`src/rtl/mb_sched_pkg.sv`:
```
// Shared MB scheduler definitions: mux select codes, states, requester ids.
package mb_sched_pkg;

  localparam logic [2:0] SEL_HOLD  = 3'd0;
  localparam logic [2:0] SEL_AR    = 3'd1;
  localparam logic [2:0] SEL_CACHE = 3'd2;
  localparam logic [2:0] SEL_MEM   = 3'd3;
  localparam logic [2:0] SEL_CHBUF = 3'd4;

  localparam int REQ_MEM  = 0;
  localparam int REQ_CWB  = 1;
  localparam int REQ_CHAN = 2;
  localparam int REQ_AR   = 3;

  typedef enum logic [1:0] {
    IDLE = 2'd0,
    LOAD = 2'd1,
    FULL = 2'd2
  } state_e;

  function automatic logic [2:0] src_sel(input logic [1:0] idx);
    logic [2:0] s;
    s = SEL_HOLD;
    case (int'(idx))
      REQ_MEM:  s = SEL_MEM;
      REQ_CWB:  s = SEL_CACHE;
      REQ_CHAN: s = SEL_CHBUF;
      REQ_AR:   s = SEL_AR;
      default:  s = SEL_HOLD;
    endcase
    return s;
  endfunction

endpackage

```
`src/rtl/mb_req_arb.sv`:
```
// Fixed-priority requester pick for the MB loader.
// MB_FAIR_ARB_EN adds per-requester bypass counters with starvation promotion.
module mb_req_arb #(
  parameter int NREQ = 4
`ifdef MB_FAIR_ARB_EN
  , parameter int STARVE_MAX = 7
`endif
) (
`ifdef MB_FAIR_ARB_EN
  input  logic                    clk,
  input  logic                    reset_l,
  input  logic                    en,
`endif
  input  logic [NREQ-1:0]         req,
  output logic [NREQ-1:0]         win,
  output logic [$clog2(NREQ)-1:0] win_idx,
  output logic                    win_vld
);

  localparam int IW = $clog2(NREQ);

  logic [NREQ-1:0] pool;

`ifdef MB_FAIR_ARB_EN
  logic [2:0]      byp [NREQ];
  logic [NREQ-1:0] starved;

  always_comb begin
    for (int i = 0; i < NREQ; i++) begin
      starved[i] = req[i] && (byp[i] == 3'(STARVE_MAX));
    end
  end

  // Any starved requester narrows the pool; lowest index still wins.
  assign pool = (|starved) ? starved : req;

  always_ff @(posedge clk) begin
    for (int i = 0; i < NREQ; i++) begin
      if (!reset_l) begin
        byp[i] <= 3'd0;
      end else if (en && win_vld) begin
        if (win[i]) begin
          byp[i] <= 3'd0;
        end else if (req[i] && byp[i] != 3'(STARVE_MAX)) begin
          byp[i] <= byp[i] + 3'd1;
        end
      end
    end
  end
`else
  assign pool = req;
`endif

  always_comb begin
    win     = '0;
    win_idx = '0;
    for (int i = NREQ - 1; i >= 0; i--) begin
      if (pool[i]) begin
        win     = '0;
        win[i]  = 1'b1;
        win_idx = IW'(i);
      end
    end
  end

  assign win_vld = |req;

endmodule

```
`src/rtl/mb_load_sched.sv`:
```
// MB word-load scheduler: arbitration, word sequencing, unload handoff.
// MB_FAIR_ARB_EN enables starvation promotion in the requester arbiter.
module mb_load_sched
  import mb_sched_pkg::*;
#(
  parameter int NREQ       = 4,
  parameter int WORDS      = 4,
  parameter int STARVE_MAX = 7
) (
  input  logic              clk,
  input  logic              reset_l,
  input  logic [NREQ-1:0]   req_h,
  input  logic [NREQ*2-1:0] req_first_word_h,
  input  logic [NREQ*3-1:0] req_count_h,
  output logic [NREQ-1:0]   gnt_h,
  input  logic              word_strobe_h,
  output logic [2:0]        mb_in_sel_h,
  output logic [WORDS-1:0]  mb_hold_h,
  input  logic              nxm_any_l,
  output logic              mb_full_h,
  input  logic              mb_unload_ack_h,
  output logic [WORDS-1:0]  mb_word_valid_h,
  output logic              sched_err_h
);

  localparam int PW = $clog2(WORDS);
  localparam int IW = $clog2(NREQ);
  localparam int CW = PW + 1;

  if (((WORDS & (WORDS - 1)) != 0) || STARVE_MAX > 7) begin : g_cfg_bad
    $error("mb_load_sched: WORDS must be 2^n, STARVE_MAX <= 7");
  end

  state_e          state;
  logic [PW-1:0]   cur;
  logic [CW-1:0]   rem;
  logic [IW-1:0]   src;
  logic [NREQ-1:0] win;
  logic [IW-1:0]   win_idx;
  logic            win_vld;
  logic [1:0]      win_first;
  logic [2:0]      win_cnt;
  logic [CW-1:0]   burst_len;
  logic            take;
  logic            last;
  logic            abort;

  mb_req_arb #(
    .NREQ(NREQ)
`ifdef MB_FAIR_ARB_EN
    , .STARVE_MAX(STARVE_MAX)
`endif
  ) u_arb (
`ifdef MB_FAIR_ARB_EN
    .clk     (clk),
    .reset_l (reset_l),
    .en      (state == IDLE),
`endif
    .req     (req_h),
    .win     (win),
    .win_idx (win_idx),
    .win_vld (win_vld)
  );

  assign win_first = req_first_word_h[int'(win_idx)*2 +: 2];
  assign win_cnt   = req_count_h[int'(win_idx)*3 +: 3];

  // Zero means one word; anything past the group size is clipped.
  always_comb begin
    burst_len = CW'(win_cnt);
    if (win_cnt == 3'd0) begin
      burst_len = CW'(1);
    end else if (int'(win_cnt) > WORDS) begin
      burst_len = CW'(WORDS);
    end
  end

  assign take      = (state == LOAD) && word_strobe_h;
  assign abort     = (state == LOAD) && !nxm_any_l && gnt_h[REQ_MEM];
  assign last      = take && (rem == CW'(1));
  assign mb_full_h = (state == FULL);

  assign mb_in_sel_h = take ? src_sel(src) : SEL_HOLD;

  always_comb begin
    mb_hold_h = '1;
    if (take) begin
      mb_hold_h[cur] = 1'b0;
    end
  end

  always_ff @(posedge clk) begin
    if (!reset_l) begin
      state           <= IDLE;
      gnt_h           <= '0;
      cur             <= '0;
      rem             <= '0;
      src             <= '0;
      mb_word_valid_h <= '0;
      sched_err_h     <= 1'b0;
    end else begin
      if (abort || (word_strobe_h && state != LOAD)) begin
        sched_err_h <= 1'b1;
      end
      unique case (state)
        IDLE: begin
          if (win_vld) begin
            gnt_h <= win;
            src   <= win_idx;
            cur   <= PW'(win_first);
            rem   <= burst_len;
            state <= LOAD;
          end
        end
        LOAD: begin
          if (take) begin
            mb_word_valid_h[cur] <= 1'b1;
            cur                  <= cur + 1'b1;
            rem                  <= rem - 1'b1;
          end
          if (last || abort) begin
            gnt_h <= '0;
            state <= FULL;
          end
        end
        FULL: begin
          if (mb_unload_ack_h) begin
            mb_word_valid_h <= '0;
            state           <= IDLE;
          end
        end
        default: state <= IDLE;
      endcase
    end
  end

endmodule

```
`config.mk`:
```
export PLATFORM = sky130hd
export DESIGN_NAME = mb_load_sched
export DESIGN_NICKNAME = d
export VERILOG_FILES = /design/src/rtl/mb_sched_pkg.sv /design/src/rtl/mb_req_arb.sv /design/src/rtl/mb_load_sched.sv
export SDC_FILE = /design/constraint.sdc
export NUM_CORES = 1
export LEC_CHECK = 0
export ABC_CLOCK_PERIOD_IN_PS = 1820
export BUFFER_PORTS_ARGS = -buffer_cell sky130_fd_sc_hd__buf_2
export CAP_MARGIN = 30
export CORE_ASPECT_RATIO = 1.75
export CORE_MARGIN = 3
export CORE_UTILIZATION = 25
export CTS_CLUSTER_DIAMETER = 30
export CTS_CLUSTER_SIZE = 25
export DETAILED_ROUTE_END_ITERATION = 8
export GPL_TIMING_DRIVEN = 0
export SLEW_MARGIN = 20
export SYNTH_ARGS = -nofsm -noshare
export SYNTH_HDL_FRONTEND = slang
export SYNTH_SLANG_ARGS = --single-unit
```
`constraint.sdc`:
```
create_clock -name clk -period 1.82 [get_ports clk]
set_input_delay 0.273 -clock clk [delete_from_list [all_inputs] [get_ports clk]]
set_output_delay 0.273 -clock clk [all_outputs]
set_load 0.02 [all_outputs]
```
==> results of run 1 <==
==> registers in the layout, summed over array words and instances, names as in the netlist <==
signal	flops
state	2
cur	2
sched_err_h	1
gnt_h	4
src	2
rem	3
mb_word_valid_h	4
==> through the flow <==
step           power [mW]  hold WS, ns
3_5_place_dp        1.778       0.4508
4_1_cts             2.131       0.3055
2_1_floorplan       1.481       0.4113
6_report            2.114       0.3114
3_3_place_gp        1.764       0.4472
5_1_grt             2.317       0.3253
==> power groups by stage <==
stage | Clock [mW] | Sequential [mW] | Combinational [mW]
finish | 0.330 | 0.617 | 1.17
global placement | 0 | 0.619 | 1.15
detailed placement | 0 | 0.621 | 1.16
CTS | 0.344 | 0.614 | 1.17
floorplan | 0 | 0.666 | 0.815
global route | 0.357 | 0.636 | 1.32
==> final timing paths <==
kind | end | start | cells after the start
worst max-delay path | mb_in_sel_h[1] | state[1] | 6
worst min-delay path | rem[0] | reset_l | 3
worst max register to register | rem[1] | state[0] | 7
worst min register to register | sched_err_h | sched_err_h | 1
==> timing repair <==
item	CTS	global route
pin swaps	0	0
hold endpoints to repair	0	0
endpoints found under the setup margin	8	5
hold buffers	0	0
resized for setup	4	2
==> Yosys cell counts, types with 3 or more instances <==
master    number  area share, %
dfxtp_1       18             28
nor2_1        14            4.1
ha_1          13             13
a21oi_1       12            4.7
nor2b_1       12            5.8
inv_1         11            3.2
nand2_1        9            2.6
o21ai_0        9            3.5
mux2i_1        7            5.4
nand3_1        6            2.3
buf_2          5            1.9
nand2b_1       5            2.4
nor3b_1        4            2.3
and3_1         3            1.5
nor3_1         3            1.2
==> per-layer routing <==
layer  GRT usage (%)  up-vias  share of wire [%]
met3           1.410        5                6.0
met4           5.631        0                2.2
met1           11.77      558                 38
li1                -      647                  -
met5               0        -                  0
met2           21.25       37                 54
==> area by class of cell <==
cell class,count,area (sq um),area share [%]
timing repair buffer,42,210.2,12.80
multi-input combinational,123,847.1,51.56
buffer,8,61.31,3.732
tap,54,67.56,4.113
clock buffer,4,55.05,3.351
sequential,18,360.3,21.93
inverter,11,41.29,2.513
==> kinds of logic after synthesis <==
group	Yosys count	synth area share, %
and+or+nand+nor	65	28.00
AOI/OAI and AO/OA	38	18.61
buffers and inverters	20	7.461
DFF	18	27.91
adders and majority gates	13	12.60
muxes	7	5.427
==> worst reg2reg max path, delay by kind of cell (launching register included) <==
kind                     cells  cell delay [ns]
AO/OA/AOI/OAI                2             0.24
adder cells (fa/ha/maj)      1             0.31
buffers and inverters        2             0.22
flip-flops                   1             0.42
multiplexers                 1             0.18
AND/OR/NAND/NOR              1             0.16
==> results.txt, run 1 <==
Logic pwr share: 55.2%
Vias per inst: 4.796
Final Critical Period: 1.682 ns
Maximum vdd ir drop: 0.7151 mV
Avg WL per Cell: 12.25 um
Routed wire length: 3184 um
Final hold viol count: 0
Die Wd: 60.33 um
Worst path bufs/invs: 3
Register area share after synthesis: 27.91%
TritonCTS clock tree: yes
Worst EP arrival: 1.41 ns
Root Driver: clkbuf_8
Cts bufs inserted: 3
Worst-margin pin slew: 0.3892 ns
Worst slack at placement: -0.1642 ns
WS Path Type: flip-flop to output port
Syn Nets: 203
Sequential Power Share: 29.2%
Share of cells above drive strength 1: 28.64%
Netlist cell types: 39
Max-slew headroom: 74.06%
CTS Sinks: 18
Number of iterations in the first detailed-routing pass: 4
Worst hold path type: input pin to flip-flop
Endpoint type of the worst setup path: output port
Most common cell after layout, fill and taps aside: buf_2
ANT nets after route: 0
DRT iter0 DRCs: 23
Postcts setup bufs: 0
First-pass GRT wire length: 5347 um
Post-Layout Cell Count: 260
RSZ-0062 raised after global routing: false
Clock Power Share: 15.6%
EDFF count, synth: 0
Standard-cell rows: 34
Routability cong.: 0.7395
# DRC: 0
Clk_skew: 0.002121 ns
Outcome: finished, final reports clean
Critical Path RT: 1.55 ns
Max incr delay on CP: 0.33 ns
Worst skew pair latency: 0.25 ns
Finished layout cell area: 1643 sq um
Die height: 101.1 um
Filler cells: 546
GRT Residual Overflow: 0
Area post-placement: 1569 sq um
Startpoint Class: flip-flop
Clk buf depth: 2
H-tree lvl count: 1
Setup ws final: 0.1376 ns
# IOs: 46
Initial antenna violation count: 0
Die Area: 6097 sq um
Ys Warns: 0
P_int: 1.225 mW
CP Cell Sequence: inv_1 > ha_4 > buf_8 > nand2_1 > nor2_1 > buf_2
Total global-route track usage: 11.38%
Synth Register Bits: 18
Slowest-stage cell, CP: dfxtp_1
Initial Utilization: 25.94%
Setup violators final: 0
Pin count of the biggest net entering global routing: 20
Vias in the first global route: 1,230
Synth Cell Area: 1291 sq um
HPWL Detailed: 2652 um
Dpl cells: 257
Finished Core Util: 33.01%
Syn-to-layout area delta: 27.23%
Reg clk slew, reported paths: 0.07 ns
Synth Flop Type: dfxtp_1
Crit share post-route: 92.44%
Via count: 1,247
Final net count: 249
Final Max Slew Viols: 0
Post-Route Setup TNS: 0 ns
Max_cap viols: 0
Fmax: 594.4 MHz
Crit path max-delay family: buffers and inverters
Syn Inst Count: 161
Power per cell area: 1287 nW/um^2
Net switching power: 0.8896 mW
Leakage: 0.7573 nW
Reg2Reg Setup Slack: 0.18 ns
Sw Share: 42.08%
CORE AREA: 4977 sq um
Port buffer count: 42
Syn Area/Cell: 8.020 sq um
Ant. Diodes: 0
Worst-path fanout max: 19
Async SR Flop Fraction: 0%
Commonest cells after routing, fill and taps aside: buf_2 (46), dfxtp_1 (18), nor2_1 (14)
Power figures use the tool's default switching activity.
==> run 2: changes to the inputs <==
- BUFFER_PORTS_ARGS: -buffer_cell sky130_fd_sc_hd__buf_2 -> default
- CORE_UTILIZATION: 25 -> 55
- DONT_BUFFER_PORTS: default -> 1
- GPL_TIMING_DRIVEN: 0 -> default
- PLACE_DENSITY: default -> 0.7
==> results.txt, run 2 (same netlist as run 1, synthesis figures left out) <==
Worst EP arrival: 1.43 ns
Vias per inst: 6.005
Max incr delay on CP: 0.34 ns
Worst-margin pin slew: 0.3279 ns
Reg clk slew, reported paths: 0.10 ns
Startpoint Class: flip-flop
HP Start: reset_l
Post-Route Setup TNS: 0 ns
TritonCTS clock tree: yes
Most common cell after layout, fill and taps aside: dfxtp_1
Regs by FF count: gnt_h (4), mb_word_valid_h (4), rem (3)
Syn-to-layout area delta: 7.752%
Worst-path fanout max: 9
Die Wd: 42.63 um
Crit share post-route: 93.44%
Worst slack at placement: 0.1665 ns
Final Max Slew Viols: 0
Worst hold path type: input pin to flip-flop
Critical Path RT: 1.55 ns
Avg WL per Cell: 14.81 um
Crit path from: state[1]
Maximum vdd ir drop: 0.6856 mV
# DRC: 0
RSZ-0062 raised after global routing: false
Crit-path most repeated cell: buf_4
Clk buf depth: 2
GRT Residual Overflow: 0
CP Cell Sequence: inv_1 > ha_4 > buf_4 > nand2_1 > nor2_1 > buf_4
ANT nets after route: 0
H-tree lvl count: 1
Vias in the first global route: 1,162
Share of cells above drive strength 1: 12.65%
Slowest-stage cell, CP: dfxtp_1
Initial Utilization: 59.38%
CORE AREA: 2175 sq um
Dpl cells: 184
Final hold viol count: 0
Clk_skew: 0.004068 ns
Port buffer count: 0
Root Driver: clkbuf_4
Max_cap viols: 0
Ant. Diodes: 0
Setup ws final: 0.1195 ns
Reg2Reg Setup Slack: 0.20 ns
Setup violators final: 0
DRT iter0 DRCs: 31
Outcome: finished, final reports clean
Filler cells: 201
WS Path Type: flip-flop to output port
Die Area: 2988 sq um
Fmax: 588.1 MHz
HPWL Detailed: 2202 um
Power per cell area: 1391 nW/um^2
Commonest cells after routing, fill and taps aside: dfxtp_1 (18), nor2_1 (14), a21oi_1 (12), nor2b_1 (12), ha_1 (12)
Routability cong.: 0.8259
Endpoint type of the worst setup path: output port
Final Critical Period: 1.701 ns
Max-slew headroom: 78.07%
Total global-route track usage: 19.84%
Worst skew pair latency: 0.29 ns
RR Startpoint: state[0]
Cts bufs inserted: 3
Leakage: 0.5807 nW
Initial antenna violation count: 0
Number of iterations in the first detailed-routing pass: 4
Routed wire length: 2814 um
Standard-cell rows: 22
First-pass GRT wire length: 4802 um
Die height: 70.10 um
Pin count of the biggest net entering global routing: 19
CTS Sinks: 18
# IOs: 46
Post-Layout Cell Count: 190
Via count: 1,141
Final net count: 210
## run 2: cell count changes in the layout (fill, tap and decap cells not counted), sizes merged
cell and delta:
buf -38, clkbuf -2
## run 2: what timing repair did
action,4_1_cts,5_1_grt
setup endpoints to repair,5,7
cloned,0,0
gates resized for setup,2,2
buffers inserted,0,3
hold buffers,0,0
## run 2: per-stage QoR
step | util, % | power (mW) | cell area, sq um | hold WS (ns)
2_1_floorplan | - | 1.481 | 1291 | 0.4113
3_3_place_gp | 60.99 | 1.622 | 1326 | 0.3933
3_5_place_dp | 60.99 | 1.661 | 1326 | 0.3961
4_1_cts | 62.60 | 1.882 | 1361 | 0.08980
5_1_grt | 63.98 | 2.119 | 1391 | 0.09233
6_report | 63.98 | 1.936 | 1391 | 0.09878
## run 2: area by class of cell
| class | count | area, sq um | area share, % |
|---|---|---|---|
| repair buffers | 11 | 82.58 | 5.935 |
| inverters | 11 | 41.29 | 2.968 |
| well taps | 24 | 30.03 | 2.158 |
| multi-input cells | 123 | 854.6 | 61.42 |
| clock buffers | 3 | 22.52 | 1.619 |
| flip-flops and latches | 18 | 360.3 | 25.90 |
## run 2: path summary, 6_finish.rpt
| check | end | cells past startpoint |
|---|---|---|
| worst max-delay path | mb_in_sel_h[1] | 6 |
| worst min-delay path | sched_err_h | 1 |
| worst max register to register | rem[1] | 6 |
| worst min register to register | src[1] | 2 |
## run 2: power by group
part / total [mW] / internal [mW] / switching, mW
registers: 0.685 / 0.524 / 0.161
logic: 1.05 / 0.492 / 0.557
clock network: 0.202 / 0.0771 / 0.125
total: 1.94 / 1.09 / 0.843
## run 2: layer usage
layer / GRT usage (%) / share of wire, % / vias up
li1: - / - / 566
met1: 21.55 / 39 / 537
met2: 35.95 / 54 / 34
met3: 3.608 / 4.9 / 4
met4: 7.958 / 1.6 / 0
met5: 0 / 0 / -
## run 2: critical path, delay by kind of cell, from the launching register on
kind / cells / cell delay [ns]
adder cells (fa/ha/maj): 1 / 0.18
buffers and inverters: 3 / 0.43
AND/OR/NAND/NOR: 2 / 0.18
flip-flops: 1 / 0.34
==> run 3: changes to the inputs <==
- ABC_AREA: default -> 1
==> results.txt, run 3 <==
Final hold viol count: 0
Commonest cells after routing, fill and taps aside: nand2_1 (35), inv_1 (29), nand3_1 (24)
Cts bufs inserted: 3
Slowest-stage cell, CP: nor2_1
Ys Warns: 0
Total global-route track usage: 20.58%
Port buffer count: 0
Reg clk slew, reported paths: 0.07 ns
Setup violators final: 0
CORE AREA: 2331 sq um
Clk buf depth: 2
Worst hold path type: input pin to flip-flop
Avg WL per Cell: 13.19 um
HPWL Detailed: 2507 um
Startpoint Class: flip-flop
Syn Nets: 238
Number of iterations in the first detailed-routing pass: 4
Initial antenna violation count: 0
Post-cts sizing count: 0
Top cell type's share of synthesized area: 26.06%
Routed wire length: 2993 um
Post-Route Setup TNS: 0 ns
Die height: 72.33 um
Root Driver: clkbuf_8
RSZ-0062 raised after global routing: false
Outcome: finished, final reports clean
Vias per inst: 5.586
Worst-margin pin slew: 0.3850 ns
Pin count of the biggest net entering global routing: 11
Hold buffers post-CTS: 0
Post-Layout Cell Count: 227
CTS Sinks: 18
Maximum vdd ir drop: 0.8319 mV
Fmax: 589.3 MHz
Ant. Diodes: 0
Routability cong.: 0.8009
Regs by FF count: gnt_h (4), mb_word_valid_h (4), rem (3)
Most common cell after layout, fill and taps aside: nand2_1
Share of cells above drive strength 1: 17.82%
Top-count cell post-synth: nand2_1
Clk_skew: 0.001543 ns
Synth area leaders: dfxtp_1 (26%), ha_1 (12%), nand2_1 (9.5%)
Register area share after synthesis: 26.06%
Worst path bufs/invs: 1
Worst-path fanout max: 5
Final Critical Period: 1.697 ns
H-tree lvl count: 1
TritonCTS clock tree: yes
Synth Cell Area: 1383 sq um
Worst skew pair latency: 0.25 ns
Max_cap viols: 0
Synth Register Bits: 18
Critical Path RT: 1.55 ns
Final net count: 245
Worst EP arrival: 1.42 ns
ANT nets after route: 0
Standard-cell rows: 23
Netlist cell types: 25
Postcts setup bufs: 0
Endpoint type of the worst setup path: output port
Crit path max-delay family: simple AND/OR/NAND/NOR gates
# IOs: 46
Syn Inst Count: 196
First-pass GRT wire length: 5175 um
Most frequent cells after synthesis: nand2_1 (35), inv_1 (29), nand3_1 (24)
Synth Flop Type: dfxtp_1
CP Cell Sequence: inv_1 > ha_1 > nand2_4 > nor2_1
Final Max Slew Viols: 0
Initial Utilization: 59.31%
Leakage: 0.7129 nW
Die Area: 3175 sq um
Die Wd: 43.90 um
GRT Residual Overflow: 0
Post-synth top area cell: dfxtp_1
WS Path Type: flip-flop to output port
Via count: 1,268
EDFF count, synth: 0
Crit share post-route: 93.24%
Power per cell area: 1525 nW/um^2
Syn-to-layout area delta: 7.059%
Async SR Flop Fraction: 0%
Max incr delay on CP: 0.34 ns
Syn Area/Cell: 7.054 sq um
DRT iter0 DRCs: 23
Max-slew headroom: 74.24%
# DRC: 0
Dpl cells: 223
Vias in the first global route: 1,325
## run 3: where the power goes
group	switching [mW]	internal (mW)	total [mW]
Sequential	0.163	0.530	0.693
Combinational	0.797	0.443	1.24
Clock	0.132	0.192	0.324
Total	1.09	1.17	2.26
## run 3: per-stage QoR
step           power [mW]  instance area (sq um)  util [%]  worst slack (ns)  hold slack (ns)
2_1_floorplan       1.707                   1383         -            0.3550           0.4114
3_3_place_gp        1.896                   1425     61.14            0.3332           0.4186
3_5_place_dp        1.950                   1425     61.14            0.2617           0.4223
4_1_cts             2.291                   1480     63.50            0.1044           0.1538
5_1_grt             2.486                   1480     63.50           0.01879           0.1471
6_report            2.258                   1480     63.50            0.1231           0.1565
## run 3: final cells by class
cell class                 count  area (sq um)
inverter                      35         133.9
sequential                    18         360.3
tap                           25         31.28
timing repair buffer           3         22.52
fill                         228         850.8
multi-input combinational    142         877.1
clock buffer                   4         55.05
## run 3: worst paths after layout
path         slack [ns]        endpoint  cells past startpoint  startpoint
min                0.16        state[1]                      2     reset_l
min reg2reg        0.54        state[1]                      2    state[1]
max                0.12  mb_in_sel_h[1]                      4    state[1]
max reg2reg        0.25          cur[0]                      9    state[1]
## run 3: logic make-up after synthesis
logic type      synth area share, %
simple gates                  36.92
buf+inv                       10.50
compound gates                14.12
flops                         26.06
fa+ha+maj                     11.76
xor+xnor                     0.6336
## run 3: routing by layer
metal  track usage, %  routed length (um)  part of all wire (%)
met1            20.79                1028                    34
met2            39.45                1714                    57
met3            4.467                 210                   7.0
met4            6.711                  39                   1.3
met5                0                   0                     0
